===== src/rtl/load_store_unit.sv =====
// load_store_unit: RV32I data-memory access sequencer with sub-word loads and read-modify-write stores
module load_store_unit #(
    parameter int DEPTH_LOG2 = 8
) (
    input  logic        clk_lsu,
    input  logic        rst_n,
    input  logic        req,
    input  logic        we,
    input  logic [2:0]  funct3,
    input  logic [31:0] addr,
    input  logic [31:0] wdata,
    output logic        ready,
    output logic        rvalid,
    output logic [31:0] rdata,
    output logic        misaligned,
    output logic        Mem_Write,
    output logic [31:0] DM_Addr,
    output logic [31:0] M_W_Data,
    input  logic [31:0] M_R_Data
);
    typedef enum logic [2:0] {IDLE, RD, WR, RESP, ERR} state_t;
    state_t      state_q, state_d;
    logic        we_q;
    logic [2:0]  f3_q;
    logic [1:0]  lo_q;
    logic [15:0] wd_q;
    logic [31:0] rdata_q, rdata_d, dm_addr_q, dm_addr_d, wword_q, wword_d;
    logic [31:0] load_v, merged;
    logic [7:0]  byte_v;
    logic [15:0] half_v;
    logic        bad, is_sw, unused_hi;
    assign unused_hi = ^addr[31:DEPTH_LOG2+2];
    assign is_sw = we && funct3 == 3'b010;
    assign bad = (funct3[1:0] == 2'b11) | (funct3[2] & (we | funct3[1]))
               | (funct3[1:0] == 2'b01 & addr[0]) | (funct3[1:0] == 2'b10 & addr[1:0] != 2'b00);
    assign ready = state_q == IDLE;
    assign rvalid = state_q == RESP;
    assign misaligned = state_q == ERR;
    assign Mem_Write = state_q == WR;
    assign rdata = rdata_q;
    assign DM_Addr = dm_addr_q;
    assign M_W_Data = wword_q;
    // Lane extraction for loads and lane replacement for sub-word stores
    always_comb begin
        byte_v = M_R_Data[{lo_q, 3'b000} +: 8];
        half_v = M_R_Data[{lo_q[1], 4'b0000} +: 16];
        load_v = f3_q[1] ? M_R_Data
               : f3_q[0] ? {{16{~f3_q[2] & half_v[15]}}, half_v}
               : {{24{~f3_q[2] & byte_v[7]}}, byte_v};
        merged = M_R_Data;
        if (f3_q[0]) merged[{lo_q[1], 4'b0000} +: 16] = wd_q;
        else merged[{lo_q, 3'b000} +: 8] = wd_q[7:0];
    end
    // Next-state and datapath register updates
    always_comb begin
        state_d = state_q;
        rdata_d = rdata_q;
        dm_addr_d = dm_addr_q;
        wword_d = wword_q;
        case (state_q)
            IDLE: if (req) begin
                if (bad) state_d = ERR;
                else begin
                    state_d = is_sw ? WR : RD;
                    dm_addr_d = 32'(addr[DEPTH_LOG2+1:2]);
                    if (is_sw) wword_d = wdata;
                end
            end
            RD: if (we_q) begin
                state_d = WR;
                wword_d = merged;
            end else begin
                state_d = RESP;
                rdata_d = load_v;
            end
            default: state_d = IDLE;
        endcase
    end
    // State and datapath registers
    always_ff @(posedge clk_lsu or negedge rst_n) begin
        if (!rst_n) begin
            state_q <= IDLE;
            rdata_q <= '0;
            dm_addr_q <= '0;
            wword_q <= '0;
        end else begin
            state_q <= state_d;
            rdata_q <= rdata_d;
            dm_addr_q <= dm_addr_d;
            wword_q <= wword_d;
        end
    end
    // Request capture so later input changes cannot disturb an access in flight
    always_ff @(posedge clk_lsu or negedge rst_n) begin
        if (!rst_n) begin
            we_q <= 1'b0;
            f3_q <= '0;
            lo_q <= '0;
            wd_q <= '0;
        end else if (req && state_q == IDLE) begin
            we_q <= we;
            f3_q <= funct3;
            lo_q <= addr[1:0];
            wd_q <= wdata[15:0];
        end
    end
endmodule


===== config.mk =====
export PLATFORM = sky130hd
export DESIGN_NAME = load_store_unit
export DESIGN_NICKNAME = d
export VERILOG_FILES = /design/src/rtl/load_store_unit.sv
export SDC_FILE = /design/constraint.sdc
export NUM_CORES = 1
export LEC_CHECK = 0
export ABC_AREA = 1
export CORE_MARGIN = 1.5
export CORE_UTILIZATION = 47
export CTS_CLUSTER_DIAMETER = 200
export CTS_CLUSTER_SIZE = 8
export DETAILED_ROUTE_END_ITERATION = 8
export PLACE_DENSITY = 0.93
export SLEW_MARGIN = 20
export SYNTH_ARGS = -nofsm -noshare
export SYNTH_HDL_FRONTEND = slang
export SYNTH_SLANG_ARGS = --single-unit

===== constraint.sdc =====
create_clock -name clk_lsu -period 2.4 [get_ports clk_lsu]
set_input_delay 0.72 -clock clk_lsu [delete_from_list [all_inputs] [get_ports clk_lsu]]
set_output_delay 0.72 -clock clk_lsu [all_outputs]
set_load 0.005 [all_outputs]

# Yosys cells after proc, flatten, opt, wreduce, memory -nomap -nowiden
# Index checks and enable logic that the tools add are counted.
dict set report totals {
  register_bits 97
  word_cells 63
}
dict set report classes {
  n_addsub 2
  eq_ne 12
  n_shift 6
  n_reduce_logical 8
  bitwise_logic 12
  muxes 15
}
# cell n
set op_table {}
lappend op_table {{$mux W32} 7}
lappend op_table {{$bwmux W32} 2}
lappend op_table {{$pmux W32 S2} 1}
lappend op_table {{$shift A16 B7 Y32 const A} 1}
lappend op_table {{$shift A8 B7 Y32 const A} 1}
lappend op_table {{$shiftx A16 B7 Y32} 1}
lappend op_table {{$shiftx A32 B6 Y16} 1}
lappend op_table {{$shiftx A32 B6 Y8} 1}
lappend op_table {{$shiftx A8 B7 Y32} 1}
lappend op_table {{$neg A5 Y7} 2}
lappend op_table {{$eq A3 B2 Y1 const B} 3}
lappend op_table {{$mux W3} 2}
lappend op_table {{$ne A2 B2 Y1 const B} 3}
lappend op_table {{$pmux W3 S2} 1}
lappend op_table {{$and A1 B1 Y1} 5}
lappend op_table {{$reduce_and A5 Y1} 1}
lappend op_table {{$eq A2 B2 Y1 const B} 2}
lappend op_table {{$or A1 B1 Y1} 4}
lappend op_table {{$reduce_bool A2 Y1} 2}
lappend op_table {{$eq A3 B1 Y1 const B} 1}
lappend op_table {{$eq A3 B3 Y1 const B} 1}
lappend op_table {{$logic_not A3 Y1} 1}
lappend op_table {{$not A1 Y1} 3}
lappend op_table {{$reduce_and A3 Y1} 1}
lappend op_table {{other kinds (6)} 7}

# Depth between registers and ports, before layout
# Gate-level depths: netlist of the first run.
dict set report logic_depth {
  depth_word 8
  ltp_mapped 14
  ltp_nobuf 11
}

# Worst setup path before layout of the first run
# No wires, ideal clock.
dict set report synth_timing {
  path_kind {register to register}
  from {register lo_q[1]}
  to {register wword_q[14], in the netlist M_W_Data[14]}
  path_slack_ns 0.376
  arrival_time_ns 1.959
  stages_incl_launch_ff 14
  required_ns 2.335
  path_cell_list {dfrtp_1 -> buf_2 -> inv_2 -> buf_2 -> buf_2 -> ha_1 -> clkinv_1 -> nor2_1 -> nand2_1 -> nand2_1 -> nand3_1 -> nand2_1 -> nand2_1 -> nand2_1}
}
dict set report synth_via {
  elab_chain_cells 6
}
# item line
set synth_rtl {}
lappend synth_rtl {{from (decl)} 25} ;# logic [1:0] lo_q;
lappend synth_rtl {{from (signal assigned)} 103} ;# lo_q <= addr[1:0];
lappend synth_rtl {{$neg A5 Y7, on equally long branches} {51, 52}}
lappend synth_rtl {{$shiftx A16 B7 Y32 (tied with other cells)} 51} ;# if (f3_q[0]) merged[{lo_q[1], 4'b0000} +: 16] = wd_q;
lappend synth_rtl {{$bwmux W32, on equally long branches} {51, 52}}
lappend synth_rtl {{$mux W32 *} 51}
lappend synth_rtl {{$mux W32 *} 69} ;# RD: if (we_q) begin
lappend synth_rtl {{$pmux W32 S2 *} 60} ;# case (state_q)
lappend synth_rtl {{to (signal assigned)} 90} ;# wword_q <= wword_d;
lappend synth_rtl {{to (decl)} 27} ;# logic [31:0] rdata_q, rdata_d, dm_addr_q, dm_addr_d, wword_q, wword_d;
# Mark *: on every way between the ends. The rest lies on a longest branch, timed or not. The select of a mux whose other input is x is not followed.
# A chain may end at the register's enable or synchronous reset.

# Worst setup path in the final report of the first run
dict set report layout_timing {
  from {register state_q[2]}
  to {output port ready}
}
dict set report layout_via {
  elab_chain_cells 1
}
# item line
set layout_rtl {}
lappend layout_rtl {{from (decl)} 22} ;# state_t state_q, state_d;
lappend layout_rtl {{from (signal assigned)} 87} ;# state_q <= state_d;
lappend layout_rtl {{$logic_not A3 Y1} 36} ;# assign ready = state_q == IDLE;
lappend layout_rtl {{to (decl)} 12} ;# output logic ready,
# Every way passes these cells.

==> results of run 1 <==
state kept, by name, summed over array words and instances, names as in the netlist:
signal,cells
state_q,3
rdata,32
we_q,1
wd_q,16
DM_Addr,8
f3_q,3
lo_q,2
M_W_Data,32
power groups by stage:
| stage | clock network, mW | logic [mW] | registers (mW) |
|---|---|---|---|
| floorplan | 0 | 2.11 | 2.77 |
| global placement | 0 | 3.90 | 2.82 |
| detailed placement | 0 | 4.03 | 2.84 |
| CTS | 1.37 | 4.05 | 2.83 |
| global route | 1.44 | 4.50 | 2.91 |
| finish | 1.35 | 4.07 | 2.84 |
Yosys cell counts:
master / n
nand4_2: 1
o211ai_1: 5
ha_1: 5
o21a_1: 1
a21boi_0: 4
inv_1: 38
a21oi_1: 73
nor2_2: 2
nand3_1: 64
nor2_1: 25
nand2_1: 369
o21ai_0: 65
a21boi_1: 2
nand3b_1: 8
nor2_8: 1
a21boi_2: 10
nand2_2: 1
or2_2: 17
buf_4: 31
buf_2: 20
inv_2: 7
nor3_1: 5
nand2_8: 1
nor2_4: 2
o21ai_2: 1
inv_4: 1
and2_1: 1
clkbuf_1: 19
or2_1: 7
buf_6: 1
clkinv_1: 5
a21oi_2: 1
nand2_4: 1
buf_1: 1
nor3_2: 1
conb_1: 1
dfrtp_1: 97
o21ai_1: 4
per-stage QoR:
stage / power (mW) / TNS (ps)
floorplan: 4.89 / 0
global placement: 6.73 / -2330
detailed placement: 6.87 / -3530
CTS: 8.24 / 0
global route: 8.86 / 0
finish: 8.25 / 0
critical path, stage by stage, from the launching register on:
cell             delay (ps)
dfrtp_1                 430
inv_2                   100
nand2_4                  90
nor2_4                  120
clkdlybuf4s50_1         510
layer usage:
layer	track usage (%)	share of wire [%]
met1	35.1	42
met2	43.5	46
met3	7.27	7.9
met4	11.5	3.7
met5	0	0
cell type report:
cell class / instances / area [µm²]
Sequential cell: 97 / 2430
Timing Repair Buffer: 182 / 1790
Tap cell: 172 / 215
Inverter: 51 / 194
Clock buffer: 10 / 239
Clock inverter: 5 / 32.5
Fill cell: 1154 / 4570
Multi-Input combinational cell: 701 / 3250
final timing paths:
path                        startpoint     endpoint  slack, ps  cells past startpoint
hold / removal                   rst_n      wd_q[4]        260                      1
setup reg to reg               lo_q[1]  M_W_Data[1]        210                      9
max in group asynchronous        rst_n      wd_q[9]       1460                      2
min in group clk_lsu       M_W_Data[9]  M_W_Data[9]        470                      2
setup / recovery            state_q[2]        ready         80                      4
hold reg to reg            M_W_Data[9]  M_W_Data[9]        470                      2
cells by family (layout without fill, tap and decap cells):
| kind of cell | count (synthesis) | after routing | synth area share (%) |
|---|---|---|---|
| fa+ha+maj | 5 | 5 | 1.01 |
| simple gates | 506 | 506 | 34.8 |
| other cells | 1 | 24 | 0.0605 |
| flops | 97 | 97 | 39.2 |
| buf+inv | 123 | 248 | 9.90 |
| compound gates | 166 | 166 | 15.0 |
repair_timing:
action / in CTS / in global routing
pin swaps: 0 / 1
setup endpoints to repair: 1 / 16
setup buffers: 0 / 1
gates cloned: 0 / 0
gates resized for setup: 1 / 3
==> results.sh, run 1 <==
export IMPL_routedWlPerCell_um=15.4
export IMPL_crit_path_start_kind="flop"
export IMPL_grt_max_degree=48
export IMPL_setup_worst_path_end_class="output port"
export IMPL_cts_inserted_buffers=9
export IMPL_n_antenna_cell=0
export IMPL_slew_violations=0
export IMPL_fin_worst_skew_ps=9.99
export IMPL_first_global_vias=6004
export IMPL_coreArea_um2=12700
export IMPL_hold_violations=0
export IMPL_antenna_found_initial=0
export IMPL_ir_drop_mv=0.542
export IMPL_grt_ovfl_total=0
export IMPL_layoutNonFillerInstCount=1218
export IMPL_post_route_period_util_pct=96.8
export IMPL_clkPwrFrac_pct=16.3
export IMPL_netlist_top_cells_area="dfrtp_1 (39%), nand2_1 (22%), a21oi_1 (5.9%), o21ai_0 (5.3%), nand3_1 (5.2%)"
export IMPL_status="completed"
export IMPL_worstMarginPinSlew_ps=727
export IMPL_cts_buffer_depth=2
export IMPL_worstHoldPathType="in -> async"
export IMPL_ys_types=38
export IMPL_cts_clk_slew_worst_paths_ps=70
export IMPL_ioPinCount=203
export IMPL_syn_to_final_growth_pct=31.6
export IMPL_cts_hold_buf=0
export IMPL_drc=0
export IMPL_nets=1150
export IMPL_htreeDepth=3
export IMPL_cts_tree="built"
export IMPL_relSlewSlack_pct=51.5
export IMPL_drt_iter0_drc=666
export IMPL_p_leak_nw=3.96
export IMPL_p_per_area_nw_per_um2=1010
export IMPL_dp_cells=1202
export IMPL_timing_final_ws_setup_ps=75.7
export IMPL_dr_pass1_iters=5
export IMPL_arrival_ps=1600
export IMPL_floorplan_initialDensity_pct=48.7
export IMPL_grt_total_usage_pct=27.3
export IMPL_cap_viol_max_count=0
export IMPL_grt_pass1_wl_um=30300
export IMPL_fmax_ghz=0.430
export IMPL_rsz0062_at_grt="no"
export IMPL_combPwrFrac_pct=49.3
export IMPL_layout_common_cells="nand2_1 (369), clkdlybuf4s50_1 (155), dfrtp_1 (96)"
export IMPL_vias=6382
export IMPL_totalWireLength_um=18700
export IMPL_root_buffer="clkbuf_16"
export IMPL_layout_cells_most_common="nand2_1"
export IMPL_viasPerCell=5.24
export IMPL_path_max_fanout=4
export IMPL_die_h_um=118
export IMPL_io_buffers=156
export IMPL_yosysWarnings=0
export IMPL_seq_area_frac_synth_pct=39.2
export IMPL_yosysTopAreaCell="dfrtp_1"
export IMPL_rows=41
export IMPL_ys_ff_latch=97
export IMPL_syn_area_per_cell_um2=6.90
export IMPL_detail_route_antenna_nets=0
export IMPL_final_layout_size_suffix_gt1_share_pct=8.80
export IMPL_period_minus_slack_ps=2320
export IMPL_gp_congestion=0.947
export IMPL_setup_viol=0
export IMPL_detailed_place_hpwl_um=13800
export IMPL_p_int_mw=5.10
export IMPL_hold_slack_ps=259
export IMPL_syn_area_um2=6190
export IMPL_yosys_area_top_type_share_pct=39.2
export IMPL_utilization_pct=64.1
export IMPL_critPathKind="reg -> out"
export IMPL_p_seq_share_pct=34.4
export IMPL_clk_latency_ps=360
export IMPL_cp_data_required_time_ps=1680
export IMPL_die_w_um=118
export IMPL_dieArea_um2=13900
export IMPL_sw_frac_of_total_pct=38.2
export IMPL_p_switching_mw=3.15
export IMPL_fin_area_um2=8150
export IMPL_cts_sinks=97
export IMPL_placed_area_um2=7860
export IMPL_syn_inst=898
export IMPL_dp_slack_ps=-326
Power figures use the tool's default switching activity.
==> run 2: changes to the inputs <==
--- a/config.mk
+++ b/config.mk
@@ -11,7 +11,7 @@
 export CTS_CLUSTER_DIAMETER = 200
 export CTS_CLUSTER_SIZE = 8
 export DETAILED_ROUTE_END_ITERATION = 8
-export PLACE_DENSITY = 0.93
+export PLACE_DENSITY = 0.82
 export SLEW_MARGIN = 20
 export SYNTH_ARGS = -nofsm -noshare
 export SYNTH_HDL_FRONTEND = slang
==> results.sh, run 2 (synthesized netlist as in run 1, its figures left out) <==
export IMPL_cts_sinks=97
export IMPL_fin_worst_skew_ps=7.60
export IMPL_p_leak_nw=3.97
export IMPL_detailed_place_hpwl_um=13300
export IMPL_first_global_vias=5870
export IMPL_cts_inserted_buffers=9
export IMPL_path_delay_family="buffers and inverters"
export IMPL_worstHoldPathType="in -> async"
export IMPL_gp_congestion=0.937
export IMPL_path_max_fanout=6
export IMPL_n_antenna_cell=0
export IMPL_routedWlPerCell_um=15.2
export IMPL_p_per_area_nw_per_um2=1020
export IMPL_syn_to_final_growth_pct=31.9
export IMPL_arrival_ps=1590
export IMPL_tns_ps=0
export IMPL_multi_input_area_um2=3250
export IMPL_nets=1149
export IMPL_dieArea_um2=13900
export IMPL_grt_max_degree=48
export IMPL_setup_worst_path_end_class="output port"
export IMPL_coreArea_um2=12700
export IMPL_root_buffer="clkbuf_16"
export IMPL_grt_pass1_wl_um=30200
export IMPL_die_w_um=118
export IMPL_ir_drop_mv=0.641
export IMPL_cts_buffer_depth=2
export IMPL_final_layout_size_suffix_gt1_share_pct=8.41
export IMPL_status="completed"
export IMPL_worstMarginPinSlew_ps=665
export IMPL_layout_cells_most_common="nand2_1"
export IMPL_power_total_mw=8.31
export IMPL_grt_ovfl_total=0
export IMPL_ioPinCount=203
export IMPL_antenna_found_initial=0
export IMPL_floorplan_initialDensity_pct=48.7
export IMPL_period_minus_slack_ps=2310
export IMPL_hold_violations=0
export IMPL_cp_data_required_time_ps=1680
export IMPL_rsz0062_at_grt="no"
export IMPL_setup_viol=0
export IMPL_die_h_um=118
export IMPL_post_route_period_util_pct=96.2
export IMPL_cts_clk_slew_worst_paths_ps=60
export IMPL_htreeDepth=3
export IMPL_grt_total_usage_pct=27.1
export IMPL_vias=6341
export IMPL_drt_iter0_drc=537
export IMPL_cts_tree="built"
export IMPL_dr_pass1_iters=5
export IMPL_crit_buf_inv=1
export IMPL_detail_route_antenna_nets=0
export IMPL_ff_latch_area_um2=2430
export IMPL_drc=0
export IMPL_totalWireLength_um=18500
export IMPL_layout_common_cells="nand2_1 (369), clkdlybuf4s50_1 (154), dfrtp_1 (96)"
export IMPL_relSlewSlack_pct=55.6
export IMPL_clk_latency_ps=350
export IMPL_crit_path_cell_trace="nor3_1, clkdlybuf4s50_1"
export IMPL_viasPerCell=5.21
export IMPL_io_buffers=156
export IMPL_slew_violations=0
export IMPL_crit_path_start_kind="flop"
export IMPL_cts_hold_buf=0
export IMPL_cp_slowest_cell="clkdlybuf4s50_1"
export IMPL_cap_viol_max_count=0
export IMPL_fmax_ghz=0.433
export IMPL_rows=41
export IMPL_fillCellCount=1169
export IMPL_cp_slowest_stage_delay_ps=540
export IMPL_critPathKind="reg -> out"
[run 2: worst reg2reg max path, delay by kind of cell (launching register included)]
family                   cells  cell delay [ps]
flip-flops                   1              390
adder cells (fa/ha/maj)      1              220
buffers and inverters        2              540
AND/OR/NAND/NOR              7              970
[run 2: path summary, 6_finish.rpt]
check | startpoint | end | slack [ps] | cells past startpoint
min in group clk_lsu | M_W_Data[12] | M_W_Data[12] | 470 | 2
setup reg to reg | lo_q[1] | M_W_Data[13] | 220 | 10
hold reg to reg | M_W_Data[12] | M_W_Data[12] | 470 | 2
hold / removal | rst_n | state_q[2] | 300 | 1
setup / recovery | state_q[0] | Mem_Write | 90 | 2
max in group asynchronous | rst_n | wd_q[9] | 1440 | 2
[run 2: routing by layer]
metal  vias up  part of all wire [%]  track usage (%)
met5         -                     0                0
met3        51                   7.4             5.72
met2       290                    45             41.2
li1       3104                     -                -
met4         0                   4.2             12.7
met1      2896                    44             37.0
[run 2: power by group]
group          switching, mW  internal (mW)
registers              0.482           2.34
logic                   2.02           2.03
clock network          0.605          0.839
[run 2: area by class of cell]
class                   count  area share, %
well taps                 172           2.63
multi-input cells         701           39.8
clock buffers              14           3.11
clock inverters             2          0.460
inverters                  51           2.37
flip-flops and latches     97           29.7
repair buffers            181           21.9
[run 2: stage by stage]
stage	setup WS [ps]	instance area, µm²	utilization (%)	hold WS [ps]	instances
5_1_grt	6.22	8170	64.2	332	1218
3_5_place_dp	-308	7860	61.8	457	1202
3_3_place_gp	-222	7860	61.8	453	1202
2_1_floorplan	376	6280	-	424	921
6_report	90.8	8170	64.2	304	1218
4_1_cts	21.7	8150	64.1	309	1218
[run 2: repair_timing]
action                                 in CTS  in global routing
resized for setup                           1                  4
endpoints found under the hold margin       0                  0
setup buffers                               0                  0
setup endpoints to repair                   1                  8
pin swaps                                   0                  0
